==> config.mk <==
export PLATFORM = sky130hd
export DESIGN_NAME = divisor_frecuencia_prog
export DESIGN_NICKNAME = d
export VERILOG_FILES = /design/src/rtl/divisor_pkg.sv /design/src/rtl/canal_divisor.sv /design/src/rtl/divisor_frecuencia_prog.sv
export SDC_FILE = /design/constraint.sdc
export NUM_CORES = 1
export LEC_CHECK = 0
export CAP_MARGIN = 20
export CORE_UTILIZATION = 55
export CTS_BUF_LIST = sky130_fd_sc_hd__clkbuf_16
export DETAILED_ROUTE_END_ITERATION = 10
export PLACE_DENSITY = 0.72
export SLEW_MARGIN = 20
export SYNTH_ARGS = -nofsm -noshare
export SYNTH_HDL_FRONTEND = slang
export SYNTH_SLANG_ARGS = --single-unit
==> constraint.sdc <==
create_clock -name clk_in -period 4.3 [get_ports clk_in]
set_clock_uncertainty 0.2 [all_clocks]
set_input_delay 0.645 -clock clk_in [delete_from_list [all_inputs] [get_ports clk_in]]
set_output_delay 0.645 -clock clk_in [all_outputs]
set_load 0.005 [all_outputs]
==> src/rtl/divisor_pkg.sv <==
// Shared constants for the programmable multi-channel clock divider.
package divisor_pkg;

  localparam int unsigned CntWDef      = 16;
  localparam int unsigned DefPeriodDef = 50;
  localparam int unsigned MinPeriod    = 2;

endpackage

==> src/rtl/canal_divisor.sv <==
// One divider channel: phase counter, active/pending period and registered outputs.
module canal_divisor
  import divisor_pkg::*;
#(
  parameter int unsigned CntW      = CntWDef,
  parameter int unsigned DefPeriod = DefPeriodDef
) (
  input  logic            clk_i,
  input  logic            rst_ni,
  input  logic            en_i,
  input  logic            wr_i,
  input  logic [CntW-1:0] wr_period_i,
  output logic            pend_o,
  output logic            clk_out_o,
  output logic            tick_o
);

  logic [CntW-1:0] period_q, period_d;
  logic [CntW-1:0] pend_period_q, pend_period_d;
  logic [CntW-1:0] cnt_q, cnt_d;
  logic            pend_q, pend_d;
  logic            run_q;
  logic            clk_out_q, clk_out_d;
  logic            tick_q, tick_d;
  logic            wrap;

  assign wrap = run_q && (cnt_q == period_q - CntW'(1));

  always_comb begin
    period_d      = period_q;
    pend_period_d = pend_period_q;
    pend_d        = pend_q;
    cnt_d         = cnt_q;

    if (!en_i) begin
      cnt_d = '0;
      if (pend_q) begin
        period_d = pend_period_q;
        pend_d   = 1'b0;
      end
    end else if (!run_q) begin
      // First enabled cycle starts a full high phase from cnt = 0.
      cnt_d = '0;
    end else if (wrap) begin
      cnt_d = '0;
      if (pend_q) begin
        period_d = pend_period_q;
        pend_d   = 1'b0;
      end
    end else begin
      cnt_d = cnt_q + CntW'(1);
    end

    // A channel that is not continuing to run has no phase to protect: load directly.
    if (wr_i) begin
      if (en_i && run_q) begin
        pend_period_d = wr_period_i;
        pend_d        = 1'b1;
      end else begin
        period_d = wr_period_i;
      end
    end

    // Outputs registered from next-state values so they line up with cnt_q.
    clk_out_d = en_i && (cnt_d < (period_d >> 1));
    tick_d    = en_i && (cnt_d == period_d - CntW'(1));
  end

  always_ff @(posedge clk_i or negedge rst_ni) begin
    if (!rst_ni) begin
      period_q      <= CntW'(DefPeriod);
      pend_period_q <= CntW'(DefPeriod);
      pend_q        <= 1'b0;
      cnt_q         <= '0;
      run_q         <= 1'b0;
      clk_out_q     <= 1'b0;
      tick_q        <= 1'b0;
    end else begin
      period_q      <= period_d;
      pend_period_q <= pend_period_d;
      pend_q        <= pend_d;
      cnt_q         <= cnt_d;
      run_q         <= en_i;
      clk_out_q     <= clk_out_d;
      tick_q        <= tick_d;
    end
  end

  assign pend_o    = pend_q;
  assign clk_out_o = clk_out_q;
  assign tick_o    = tick_q;

endmodule

==> src/rtl/divisor_frecuencia_prog.sv <==
// Programmable N-channel clock divider with a shared configuration write port.
module divisor_frecuencia_prog
  import divisor_pkg::*;
#(
  parameter int unsigned N_CH       = 4,
  parameter int unsigned CNT_W      = CntWDef,
  parameter int unsigned DEF_PERIOD = DefPeriodDef,
  localparam int unsigned CH_W      = (N_CH > 1) ? $clog2(N_CH) : 1
) (
  input  logic             clk_in,
  input  logic             rst_n,
  input  logic [N_CH-1:0]  en,
  input  logic             cfg_valid,
  input  logic [CH_W-1:0]  cfg_ch,
  input  logic [CNT_W-1:0] cfg_period,
  output logic             cfg_ready,
  output logic             cfg_err,
  output logic [N_CH-1:0]  clk_out,
  output logic [N_CH-1:0]  tick
);

  logic [N_CH-1:0] pend;
  logic [N_CH-1:0] wr;
  logic            ch_hit;
  logic            period_ok;
  logic            accept;
  logic            cfg_err_q, cfg_err_d;

  // Out-of-range channels match no entry, leaving cfg_ready at 1.
  always_comb begin
    cfg_ready = 1'b1;
    ch_hit    = 1'b0;
    for (int i = 0; i < int'(N_CH); i++) begin
      if (int'(cfg_ch) == i) begin
        cfg_ready = ~pend[i];
        ch_hit    = 1'b1;
      end
    end
  end

  assign period_ok = (cfg_period >= CNT_W'(MinPeriod));
  assign accept    = cfg_valid && cfg_ready;
  assign cfg_err_d = accept && !(ch_hit && period_ok);

  always_ff @(posedge clk_in or negedge rst_n) begin
    if (!rst_n) begin
      cfg_err_q <= 1'b0;
    end else begin
      cfg_err_q <= cfg_err_d;
    end
  end

  assign cfg_err = cfg_err_q;

  for (genvar g = 0; g < int'(N_CH); g++) begin : g_ch
    assign wr[g] = accept && period_ok && (int'(cfg_ch) == g);

    canal_divisor #(
      .CntW      (CNT_W),
      .DefPeriod (DEF_PERIOD)
    ) u_canal (
      .clk_i       (clk_in),
      .rst_ni      (rst_n),
      .en_i        (en[g]),
      .wr_i        (wr[g]),
      .wr_period_i (cfg_period),
      .pend_o      (pend[g]),
      .clk_out_o   (clk_out[g]),
      .tick_o      (tick[g])
    );
  end

endmodule

==> summary.md <==
| Metric | Value |
|---|---|
| Status | complete, but fails checks |
| Failing checks | setup timing |
| H-tree depth | 1 |
| Distinct cells, synth | 101 |
| DIE WIDTH | 171 um |
| Drt pass-1 iters | 5 |
| Finish-stage setup viols | 8 |
| Overall Global Routing Usage | 0.348 |
| Highest clock rate | 0.213 GHz |
| First-pass GRT wire length | 79.8 mm |
| I/O Buffers | 34 |
| Minimum clock period | 4.70 ns |
| Leakage | 9.72 nW |
| # fillers | 1920 |
| Grt ovf | 0 |
| Post-route ant nets | 0 |
| Final wirelength | 51.2 mm |
| Met1 Track Usage GR | 0.476 |
| Count of final hold-check violations | 0 |
| Yosys warns | 0 |
| Most frequent cells in the layout | 435 x buf_4, 184 x dfrtp_1, 160 x nor2_1 |
| Layout cells sized above 1 | 0.361 |
| CP Data Required Time | 4.52 ns |
| DRT iter0 DRCs | 1461 |
| Max Slew Vio Count | 0 |
| Final worst slack | -0.403 ns |
| Clk sinks | 209 |
| Final GP Congestion | 0.963 |
| Post-Synthesis Cells | 1766 |
| Met3 GRT Util | 0.0435 |
| Root Driver | clkbuf_16 |
| Avg WL per Cell | 19.9 um |
| Largest net degree at the start of global routing | 96 |
| Die height | 171 um |
| Initial antenna violation count | 0 |
| Core box area | 28000 um^2 |
| Hold WC Path Type | flip-flop to flip-flop |
| Residual DRC | 0 |
| CP max FO | 8 |
| Setup CP Type | flip-flop to flip-flop |
| Via count | 15500 |
| Worst slew pin tran | 0.750 ns |
| Max_cap viols | 0 |
| DP Wirelength | 37.7 mm |
| PD cells | 362 nW/um^2 |
| Predominant post-synthesis flop cell | dfrtp_1 |
| Vias in the first global route | 15100 |
| Drt via density | 6.00 |
| Setup WS pre-CTS | -0.689 ns |
| Cell Rows | 61 |
| ANT cells | 0 |
| Fin crit share | 1.09 |
| Startpoint types | flip-flop |
| GR Util met2 | 0.564 |
| Arrival time at the worst endpoint | 4.93 ns |
| Die area | 29300 um^2 |
| CTS tree | yes |
| Clk_lat worst skew | 0.53 ns |
| Max Root-Sink Buffers | 3 |
| Commonest non-fill, non-tap cell in the layout | buf_4 |
| Rel. slew slack | 0.500 |
| Worst-path clk slew | 0.06 ns |
| Mapped Avg Cell Area | 8.92 um^2 |
| Final #Nets | 2278 |
| RSZ-0062 raised after global routing | true |
| Syn Std Cell Area | 15800 um^2 |
| Syn Nets | 1859 |
| Design Area, Final | 21600 um^2 |
| IO Pins | 35 |
| Register bit total from synthesis | 209 |
| Area growth from synthesis to final layout | 36.9% |
| Sequential share of the synthesized area | 0.334 |
| Total CTS buffers | 24 |
| Initial Util | 0.562 |
| Layer with the highest usage | met2 |
| Kind of end point of the critical path | flip-flop |
| Ys async rst share | 1.00 |
| Placed cell areas | 19500 um^2 |
| Post-synth EDFFs | 0 |
| Maximum vdd ir drop | 0.369 mV |
sequential cells by signal, summed over array words and instances (netlist names):
signal and count:
cfg_err 1, g_ch.u_canal.clk_out_o 4, g_ch.u_canal.cnt_q 64, g_ch.u_canal.pend_o 4, g_ch.u_canal.pend_period_q 64, g_ch.u_canal.period_q 64, g_ch.u_canal.run_q 4, g_ch.u_canal.tick_o 4
kinds of logic (layout without fill, tap and decap cells):
group,Yosys count,after routing,synth area share
simple gates,608,608,0.203
compound gates,346,346,0.156
xor+xnor,215,215,0.120
flops,209,209,0.334
buf+inv,207,643,0.0554
mux,113,113,0.0784
fa+ha+maj,68,68,0.0540
stage by stage:
step | total power [mW] | setup TNS [ns] | instances | hold WS (ns) | utilization
2_1_floorplan | 4.13 | -0.331 | 1766 | 0.149 | -
6_report | 7.80 | -1.38 | 2580 | 0.307 | 0.770
3_3_place_gp | 5.28 | -4.27 | 2491 | 0.287 | 0.695
3_5_place_dp | 5.37 | -4.88 | 2491 | 0.294 | 0.695
5_1_grt | 8.16 | -2.84 | 2580 | 0.329 | 0.770
4_1_cts | 7.59 | -1.12 | 2568 | 0.307 | 0.752
power breakdown:
| part | internal [mW] | switching, mW |
|---|---|---|
| clock network | 1.11 | 0.866 |
| registers | 2.26 | 0.264 |
| logic | 1.66 | 1.65 |
worst paths after layout:
path | start | endpoint | slack, ns | cells after the start
max | g_ch[2].u_canal.period_q[9] | g_ch[2].u_canal.tick_o | -0.40 | 17
min | g_ch[2].u_canal.pend_period_q[15] | g_ch[2].u_canal.pend_period_q[15] | 0.31 | 1
max reg2reg | g_ch[2].u_canal.period_q[9] | g_ch[2].u_canal.tick_o | -0.40 | 17
min reg2reg | g_ch[2].u_canal.pend_period_q[15] | g_ch[2].u_canal.pend_period_q[15] | 0.31 | 1
max in group asynchronous | rst_n | g_ch[3].u_canal.period_q[5] | 2.30 | 3
min in group asynchronous | rst_n | g_ch[0].u_canal.cnt_q[14] | 0.55 | 2
layout make-up:
class / count / area, um^2 / area share
Inverter: 103 / 392 / 0.0182
Multi-Input combinational cell: 1350 / 10700 / 0.498
Sequential cell: 209 / 5260 / 0.244
Timing Repair Buffer: 497 / 3970 / 0.184
Clock buffer: 25 / 626 / 0.0290
Clock inverter: 18 / 116 / 0.00540
Tap cell: 378 / 473 / 0.0219
worst max-delay path, cell delays in order, from the launching register on:
cell	delay (ns)
dfrtp_1	0.39
or4_4	0.55
or3_4	0.44
nor4_4	0.20
xnor2_2	0.18
nand3_2	0.11
o32a_1	0.43
buf_12	0.18
mux2_4	0.29
or2_4	0.27
ha_4	0.18
inv_4	0.07
nor3_2	0.05
xnor2_1	0.14
nand4_1	0.18
a2111oi_2	0.26
nand4_1	0.18
a2111oi_2	0.30
Yosys cell counts, drive strengths merged (42+ instances only):
master  count  area share
inv       103       0.025
clkbuf     75       0.018
a21oi      72       0.023
nor2      166       0.040
nand3      70       0.023
xnor2     122       0.068
nand2     102       0.024
dfrtp     185        0.29
xor2       93       0.052
mux2i      42       0.027
mux2       70       0.050
ha         68       0.054
nor3       52       0.017
o21ai      73       0.023
metal layers:
metal,up-vias,part of all wire
met1,7525,0.43
li1,7198,-
met2,628,0.47
met4,0,0.037
met5,-,0
met3,123,0.065
what timing repair did:
item | CTS | global route
endpoints found under the setup margin | 8 | 8
buffers inserted | 33 | 13
pin swaps | 45 | 49
gates resized for setup | 126 | 86
hold buffers | 1 | 0
hold endpoints to repair | 86 | 0
No activity file was read; power rests on OpenSTA's default activity.
